**config.mk**
```make
export PLATFORM = sky130hd
export DESIGN_NAME = sram_array_ctrl
export DESIGN_NICKNAME = d
export VERILOG_FILES = /design/src/rtl/sram_array_ctrl.sv
export SDC_FILE = /design/constraint.sdc
export NUM_CORES = 1
export LEC_CHECK = 0
export ABC_AREA = 1
export CAP_MARGIN = 20
export CORE_MARGIN = 5
export CORE_UTILIZATION = 40
export DETAILED_ROUTE_END_ITERATION = 6
export PLACE_DENSITY = 0.62
export SLEW_MARGIN = 15
export SYNTH_ARGS = -nofsm -noshare
export SYNTH_HDL_FRONTEND = slang
export SYNTH_SLANG_ARGS = --single-unit
```
**constraint.sdc**
```tcl
create_clock -name clk -period 2.94 [get_ports clk]
set_input_delay 0.294 -clock clk [delete_from_list [all_inputs] [get_ports clk]]
set_output_delay 0.294 -clock clk [all_outputs]
set_load 0.05 [all_outputs]
```
**src/rtl/sram_array_ctrl.sv**
```systemverilog
// sram_array_ctrl
//   Synchronous single-port SRAM array with a built-in controller. After reset,
//   or when clr is sampled while idle, a clear sweep writes zero to every word,
//   one word per cycle. Requests are accepted only while ready=1. Reads are
//   registered and return data one cycle after the request, marked by a
//   single-cycle data_valid strobe.
//
//   Optional build macro: SRAM_ARRAY_PARITY_EN
//     Each word stores one extra parity bit, and reads report parity_err.
//     With the macro undefined there is no parity storage, parity_err is
//     always 0 and inj_par_err is ignored.
//
//   Ports:
//     clk          system clock; all state changes on the rising edge
//     rst          asynchronous active-high reset
//     Row_select   access request; accepted only when ready=1
//     Write_enable 1 = write, 0 = read; sampled together with Row_select
//     addr         word address (ADDR_WIDTH bits)
//     data_in      write data (DATA_WIDTH bits)
//     clr          starts a clear sweep when sampled while idle
//     inj_par_err  inverts the stored parity bit on this write (parity build only)
//     data_out     registered read data; holds the last value read
//     data_valid   one-cycle strobe; data_out was updated this cycle
//     ready        controller is accepting requests
//     init_done    whole array cleared since the last reset or clr
//     parity_err   parity mismatch on the read being presented
module sram_array_ctrl #(
    parameter int DATA_WIDTH = 8,
    parameter int ADDR_WIDTH = 4
) (
    input  logic                  clk,
    input  logic                  rst,
    input  logic                  Row_select,
    input  logic                  Write_enable,
    input  logic [ADDR_WIDTH-1:0] addr,
    input  logic [DATA_WIDTH-1:0] data_in,
    input  logic                  clr,
    input  logic                  inj_par_err,
    output logic [DATA_WIDTH-1:0] data_out,
    output logic                  data_valid,
    output logic                  ready,
    output logic                  init_done,
    output logic                  parity_err
);

    localparam int DEPTH = 1 << ADDR_WIDTH;

    typedef enum logic [0:0] {
        ST_CLEAR = 1'b0,
        ST_IDLE  = 1'b1
    } state_t;

    // Even parity over one data word.
    function automatic logic calc_parity(input logic [DATA_WIDTH-1:0] data);
        return ^data;
    endfunction

    state_t                state_r;
    state_t                state_nxt_s;
    logic [ADDR_WIDTH-1:0] clr_cnt_r;
    logic [ADDR_WIDTH-1:0] clr_cnt_nxt_s;

    logic [DATA_WIDTH-1:0] mem_r [DEPTH];

    logic                  accept_s;
    logic                  rd_accept_s;
    logic                  wr_accept_s;
    logic                  mem_we_s;
    logic [ADDR_WIDTH-1:0] mem_addr_s;
    logic [DATA_WIDTH-1:0] mem_wdata_s;
    logic                  rd_par_err_s;

    logic [DATA_WIDTH-1:0] data_out_r;
    logic                  data_valid_r;
    logic                  ready_r;
    logic                  init_done_r;
    logic                  parity_err_r;

    // State register and clear-sweep counter.
    always_ff @(posedge clk or posedge rst) begin
        if (rst) begin
            state_r   <= ST_CLEAR;
            clr_cnt_r <= {ADDR_WIDTH{1'b0}};
        end else begin
            state_r   <= state_nxt_s;
            clr_cnt_r <= clr_cnt_nxt_s;
        end
    end

    // Next-state logic: the sweep leaves CLEAR on the cycle that writes the last
    // word; the counter then wraps to 0 by itself. clr only matters when idle.
    always_comb begin
        state_nxt_s   = state_r;
        clr_cnt_nxt_s = clr_cnt_r;
        case (state_r)
            ST_CLEAR: begin
                clr_cnt_nxt_s = clr_cnt_r + ADDR_WIDTH'(1'b1);
                if (clr_cnt_r == {ADDR_WIDTH{1'b1}}) begin
                    state_nxt_s = ST_IDLE;
                end else begin
                    state_nxt_s = ST_CLEAR;
                end
            end
            ST_IDLE: begin
                if (clr) begin
                    state_nxt_s   = ST_CLEAR;
                    clr_cnt_nxt_s = {ADDR_WIDTH{1'b0}};
                end else begin
                    state_nxt_s   = ST_IDLE;
                    clr_cnt_nxt_s = clr_cnt_r;
                end
            end
            default: begin
                state_nxt_s   = ST_CLEAR;
                clr_cnt_nxt_s = {ADDR_WIDTH{1'b0}};
            end
        endcase
    end

    // Request acceptance: clr has priority and drops a same-cycle request.
    always_comb begin
        accept_s    = (state_r == ST_IDLE) && Row_select && !clr;
        wr_accept_s = accept_s && Write_enable;
        rd_accept_s = accept_s && !Write_enable;
    end

    // The single memory port is driven by the sweep in CLEAR, and by the
    // requester otherwise.
    always_comb begin
        mem_we_s    = 1'b0;
        mem_addr_s  = addr;
        mem_wdata_s = data_in;
        if (state_r == ST_CLEAR) begin
            mem_we_s    = 1'b1;
            mem_addr_s  = clr_cnt_r;
            mem_wdata_s = {DATA_WIDTH{1'b0}};
        end else begin
            mem_we_s    = wr_accept_s;
            mem_addr_s  = addr;
            mem_wdata_s = data_in;
        end
    end

    // Storage array. It has no reset; its contents are defined by the sweep.
    always_ff @(posedge clk) begin
        if (mem_we_s) begin
            mem_r[mem_addr_s] <= mem_wdata_s;
        end
    end

`ifdef SRAM_ARRAY_PARITY_EN
    logic par_mem_r [DEPTH];
    logic mem_wpar_s;

    // Parity to store: 0 during the sweep (consistent with zero data),
    // otherwise the data parity, optionally inverted to inject an error.
    always_comb begin
        mem_wpar_s = 1'b0;
        if (state_r == ST_CLEAR) begin
            mem_wpar_s = 1'b0;
        end else begin
            mem_wpar_s = calc_parity(data_in) ^ inj_par_err;
        end
    end

    // Parity bit storage, written alongside the data word.
    always_ff @(posedge clk) begin
        if (mem_we_s) begin
            par_mem_r[mem_addr_s] <= mem_wpar_s;
        end
    end

    assign rd_par_err_s = calc_parity(mem_r[addr]) ^ par_mem_r[addr];
`else
    logic unused_inj_par_err_s;
    assign unused_inj_par_err_s = inj_par_err;
    assign rd_par_err_s         = 1'b0;
`endif

    // Registered outputs. ready/init_done follow the next state, so they match
    // the state register. data_out holds its value unless a read is accepted.
    always_ff @(posedge clk or posedge rst) begin
        if (rst) begin
            data_out_r   <= {DATA_WIDTH{1'b0}};
            data_valid_r <= 1'b0;
            ready_r      <= 1'b0;
            init_done_r  <= 1'b0;
            parity_err_r <= 1'b0;
        end else begin
            data_valid_r <= rd_accept_s;
            parity_err_r <= rd_accept_s ? rd_par_err_s : 1'b0;
            ready_r      <= (state_nxt_s == ST_IDLE);
            init_done_r  <= (state_nxt_s == ST_IDLE);
            if (rd_accept_s) begin
                data_out_r <= mem_r[addr];
            end
        end
    end

    assign data_out   = data_out_r;
    assign data_valid = data_valid_r;
    assign ready      = ready_r;
    assign init_done  = init_done_r;
    assign parity_err = parity_err_r;

endmodule

```
==> results.yml, run 1 <==
status:
  status: "finished clean"
synth:
  syn_avg_cell_area_um2: 9.90
  synth_cell_types: 24
  ys_seq_elements: 142
  syn-num-nets: 655
  synthCells: 636
  synth_seq_area_share_pct: 66.6
  synth_warnings: 0
  netlist_area_um2: 6300
pwr:
  intPower_mw: 4.96
  p_clk_share_pct: 32.8
  peakVddDrop_mv: 0.530
  p_per_area_nw_per_um2: 952
  p_sw_mw: 2.15
  cellLeakagePower_nw: 3.33
  power_frac_seq_pct: 43.0
  swShare_pct: 30.3
  combPwrFrac_pct: 24.3
finish:
  diodes: 0
  final_common_cell: "nand2_1"
  drive_gt1_share_pct: 9.16
  final_cell_mix: "209 x nand2_1, 128 x edfxtp_1, 113 x inv_1"
  areaGrowthSynthToFinish_pct: 18.7
  layout.cells.non_filler: 899
  nets: 694
floorplan:
  design.die.area_um2: 18300
  die_x_um: 135
  die_h_um: 135
  coreArea_um2: 15300
  rows: 45
  ios: 30
  start_util_pct: 41.1
worst_setup_path:
  crit_path_start_kind: "flip-flop"
  required_ps: 2650
  crit_buf_inv: 1
  worst_setup_path_end_kind: "primary output"
  crit_type: "flip-flop to primary output"
  worstPathMaxFanout: 14
  critical-path-max-stage-delay_ps: 890
  crit_chain: "clkdlybuf4s50_1"
  crit_arrival_ps: 1890
  crit_cells: 1
  critical-path-top-delay-family: "buffers and inverters"
  r2r_cells: 7
  slowest_stage: "clkdlybuf4s50_1"
timing:
  max_freq_mhz: 459
  setup_violations: 0
  slew_headroom_pct: 53.5
  finalMaxSlewViolations: 0
  tns_ps: 0
  worstMarginPinSlew_ps: 697
  rsz0062_at_grt: "false"
  hold_viol_final: 0
  fin_crit_ps: 2180
  finalClockSkew_ps: 11.5
  period_share_pct: 74.2
min_path:
  hold_path.class: "input pin to async pin"
routing:
  avgViaCountPerCell: 4.75
  drt_iter0_markers: 325
  drtPass1Iterations: 7
  ant_nets: 0
  drt-total-wl_um: 13400
  wl_per_cell_um: 14.9
  vias: 4270
  drc: 0
placement:
  port_buffers: 27
  dpl.cell_count: 867
  place_hpwl_um: 8640
  gp_congestion: 0.816
cts:
  cts_max_level: 4
  clock_latency_ps: 420
  root_buffer: "clkbuf_16"
  cts_tree: "built"
  cts.clk_slew.worst_paths_ps: 60
  cts_hold_buffers: 0
  cts_inserted_buffers: 17
  postCtsSetupBuffers: 0
  ctsResizeCount: 0
  cts_sinks: 142
  cts_buffer_depth: 2
grt:
  grt_pass1_vias: 4212
  antenna_found_initial: 0
  grt_pass1_wl_um: 21500
  overflow: 0
  grtUsageTotal_pct: 15.6
  grt_max_degree: 65
job:
  max-cap-violations: 0
-- sequential cells by signal (all words and copies together), names as in the netlist --
name,count
data_valid,1
init_done,1
mem_r,128
clr_cnt_r,4
data_out,8
-- power by group through the flow --
stage | registers [mW] | clock network, mW | logic, mW
6_report | 3.06 | 2.33 | 1.73
5_1_grt | 3.11 | 2.46 | 1.91
4_1_cts | 3.06 | 2.36 | 1.74
3_5_place_dp | 3.10 | 0 | 1.73
3_3_place_gp | 3.08 | 0 | 1.69
2_1_floorplan | 3.24 | 0 | 0.949
-- metrics by stage --
step	area, µm²	util [%]	total power, mW	setup WS (ps)	hold WS (ps)
CTS	7470	48.8	7.17	719	234
global route	7470	48.8	7.47	652	293
global placement	6820	44.5	4.78	549	472
floorplan	6300	-	4.19	864	183
finish	7470	48.8	7.11	760	231
detailed placement	6820	44.5	4.83	546	475
-- Yosys cell counts --
library cell / instances / share of area (%)
nand2_1: 209 / 12
edfxtp_1: 128 / 61
inv_1: 113 / 6.7
nand3_1: 102 / 8.1
nor2_1: 19 / 1.1
buf_2: 15 / 1.2
dfrtp_1: 14 / 5.6
buf_4: 9 / 1.1
inv_2: 7 / 0.42
a21oi_1: 3 / 0.24
clkbuf_1: 3 / 0.18
o21ai_0: 2 / 0.16
a21oi_2: 1 / 0.14
a32o_1: 1 / 0.16
buf_1: 1 / 0.060
buf_6: 1 / 0.18
conb_1: 1 / 0.060
ha_1: 1 / 0.20
mux2i_1: 1 / 0.16
nor2_4: 1 / 0.18
nor3_4: 1 / 0.26
o21ai_1: 1 / 0.079
o31ai_1: 1 / 0.12
or2_2: 1 / 0.099
-- final timing paths --
kind / from / end / slack, ps
worst max-delay path: init_done$_DFF_PP0_ / init_done / 760
worst min-delay path: rst / data_out[3]$_DFFE_PP0P_ / 230
worst max register to register: init_done$_DFF_PP0_ / mem_r[9][7]$_DFFE_PP_ / 1020
worst min register to register: data_out[7]$_DFFE_PP0P_ / data_out[7]$_DFFE_PP0P_ / 480
max in group asynchronous: rst / clr_cnt_r[2]$_DFFE_PP0P_ / 2350
min in group clk: data_out[7]$_DFFE_PP0P_ / data_out[7]$_DFFE_PP0P_ / 480
-- routing by layer --
layer	wire [µm]	GRT usage (%)	up-vias
met1	5650	18.9	2034
met5	0	0	-
met2	6750	26.1	113
li1	-	-	2099
met4	287	5.43	0
met3	734	5.05	24
-- area by class of cell --
class                      count  area (µm²)
clock inverter                10         186
clock buffer                  22         464
fill                        1409        7840
sequential                   142        4190
multi-input combinational    345        1480
tap                          211         264
inverter                     120         450
timing repair buffer          49         430
-- cell families after synthesis --
| family | count (synthesis) | synth area share, % |
|---|---|---|
| other | 1 | 0.0596 |
| buffers and inverters | 149 | 9.84 |
| and+or+nand+nor | 333 | 22.2 |
| DFF | 142 | 66.6 |
| muxes | 1 | 0.159 |
| AOI/OAI and AO/OA | 9 | 0.894 |
| adders and majority gates | 1 | 0.199 |
Note: power is estimated with default switching activity, not from simulation.
==> run 2: changes to the inputs <==
--- a/config.mk
+++ b/config.mk
@@ -10,7 +10,7 @@
 export CORE_MARGIN = 5
 export CORE_UTILIZATION = 40
 export DETAILED_ROUTE_END_ITERATION = 6
-export PLACE_DENSITY = 0.62
+export PLACE_DENSITY = 0.64
 export SLEW_MARGIN = 15
 export SYNTH_ARGS = -nofsm -noshare
 export SYNTH_HDL_FRONTEND = slang
==> constraint.sdc (replaced) <==
create_clock -name clk -period 1.9 [get_ports clk]
set_input_delay 0.19 -clock clk [delete_from_list [all_inputs] [get_ports clk]]
set_output_delay 0.19 -clock clk [all_outputs]
set_load 0.05 [all_outputs]
==> run 2 against run 1 <==
  * Worst hold slack got worse by 130 ps
  * Critical path depth rose by 4
  * First-iteration DRC count rose by 26%
  * Sequential power grew 55%
  * Combinational power is 66% higher
  * Cell count increased by 1.7%
  * Utilization rose by 0.69 points
  * Total power up 54%
  * Non-clock buffer count grew 15
  * Sequential cell count is the same
  * Critical endpoint is now mem_r[8][2]$_DFFE_PP_
==> results.yml, run 2 (synthesis results as in run 1) <==
finish:
  seq_area_um2: 4200
  largest_reg_flops: 128
  multiInputGateArea_um2: 1490
  top_register: "mem_r"
  stdcell_area_um2: 7580
  drive_gt1_share_pct: 12.2
  final_common_cell: "nand2_1"
  diodes: 0
  post-route-util_pct: 49.5
  nets: 709
  layout.cells.non_filler: 914
  final_cell_mix: "209 x nand2_1, 128 x edfxtp_1, 113 x inv_1"
  areaGrowthSynthToFinish_pct: 20.3
  nFillCells: 1385
routing:
  drtPass1Iterations: 5
  wl_per_cell_um: 15.7
  drt-total-wl_um: 14300
  met1_length_um: 6310
  drt_iter0_markers: 410
  avgViaCountPerCell: 4.74
  met3_length_um: 810
  vias: 4330
  wl_met2_um: 6810
  ant_nets: 0
  top_layer: "met4"
  drc: 0
worst_setup_path:
  crit_arrival_ps: 1920
  r2r_start: "init_done$_DFF_PP0_"
  crit_type: "flip-flop to flip-flop"
  worst_setup_path_end_kind: "flip-flop"
  worstReg2RegEnd: "mem_r[8][2]$_DFFE_PP_"
  required_ps: 2020
  worstPathMaxFanout: 8
  rrSetupSlack_ps: 110
  r2r_cells: 5
  crit_path_start_kind: "flip-flop"
pwr:
  p_clk_share_pct: 30.8
  p_per_area_nw_per_um2: 1450
  p_sw_mw: 3.53
  combPwrFrac_pct: 26.1
  power_frac_seq_pct: 43.1
  peakVddDrop_mv: 0.658
  cellLeakagePower_nw: 3.40
  intPower_mw: 7.44
  swShare_pct: 32.2
timing:
  setup_slack_ps: 106
  hold_viol_final: 0
  max_freq_mhz: 557
  finalClockSkew_ps: 14.1
  finalMaxSlewViolations: 0
  period_share_pct: 94.4
  worstMarginPinSlew_ps: 565
  setup_violations: 0
  rsz0062_at_grt: "true"
  fin_crit_ps: 1790
  slew_headroom_pct: 62.3
  hold_ws_ps: 96.3
job:
  max-cap-violations: 0
cts:
  clock_latency_ps: 420
  cts_max_level: 4
  cts_buffer_depth: 2
  cts_tree: "built"
  cts_sinks: 142
  cts.clk_slew.worst_paths_ps: 60
  root_buffer: "clkbuf_16"
  cts_inserted_buffers: 17
placement:
  gp_congestion: 0.896
  place_hpwl_um: 9360
  pre_cts_slack_ps: -101
  dpl.cell_count: 881
  placed_area_um2: 6950
  port_buffers: 27
floorplan:
  die_x_um: 135
  start_util_pct: 41.1
  ios: 30
  die_h_um: 135
  design.die.area_um2: 18300
  coreArea_um2: 15300
  rows: 45
status:
  status: "finished clean"
grt:
  grtUsageTotal_pct: 16.6
  grt_max_degree: 65
  overflow: 0
  grt_pass1_wl_um: 22700
  grt_pass1_vias: 4165
  antenna_found_initial: 0
min_path:
  hold_path.class: "input pin to async pin"
[run 2: cell types whose count changed in the layout (fill, tap and decap cells not counted), sizes merged]
cell | previous run | this run
buf | 23 | 40
inv | 120 | 124
clkbuf | 22 | 17
clkinvlp | 3 | 4
bufinv | 5 | 3
clkinv | 2 | 4
clkdlybuf4s50 | 26 | 24
[run 2: final cells by class]
class | instances | share of cell area (%)
inverters | 120 | 5.94
clock buffers | 17 | 5.61
repair buffers | 64 | 7.43
multi-input cells | 345 | 19.7
flip-flops and latches | 142 | 55.4
well taps | 211 | 3.48
clock inverters | 15 | 2.44
[run 2: worst max-delay path by stage]
stage                                    from                    end
after detailed placement                  clr  mem_r[2][4]$_DFFE_PP_
final                     init_done$_DFF_PP0_  mem_r[8][2]$_DFFE_PP_
after global routing      init_done$_DFF_PP0_  mem_r[8][3]$_DFFE_PP_
after floorplan           init_done$_DFF_PP0_  mem_r[0][0]$_DFFE_PP_
after global placement                    clr  mem_r[6][7]$_DFFE_PP_
after CTS                 init_done$_DFF_PP0_  mem_r[2][4]$_DFFE_PP_
[run 2: metrics by stage]
stage / total power, mW / TNS (ps)
6_report: 11.0 / 0
5_1_grt: 11.6 / -3.04
4_1_cts: 11.0 / 0
3_5_place_dp: 7.63 / -3920
3_3_place_gp: 7.55 / -2780
2_1_floorplan: 6.48 / -414
[run 2: what timing repair did]
action	in CTS	in global routing
setup buffers	0	1
resized for setup	0	3
hold buffers	0	0
setup endpoints to repair	0	109
[run 2: layer usage]
metal | vias to the layer above | global-route usage (%)
met5 | - | 0
met4 | 0 | 7.95
met3 | 32 | 3.83
met2 | 146 | 25.7
met1 | 2020 | 22.2
li1 | 2132 | -
[run 2: power groups by stage]
stage | clock, mW | combinational (mW) | sequential [mW]
after floorplan | 0 | 1.47 | 5.02
final | 3.38 | 2.87 | 4.73
after global routing | 3.59 | 3.17 | 4.80
after global placement | 0 | 2.78 | 4.78
after detailed placement | 0 | 2.83 | 4.80
after CTS | 3.43 | 2.84 | 4.74
[run 2: critical path, cell delays in order, from the launching register on]
cell	delay, ps
dfrtp_2	460
buf_4	190
a21oi_1	250
nand3_1	250
nor2_1	160
buf_4	180
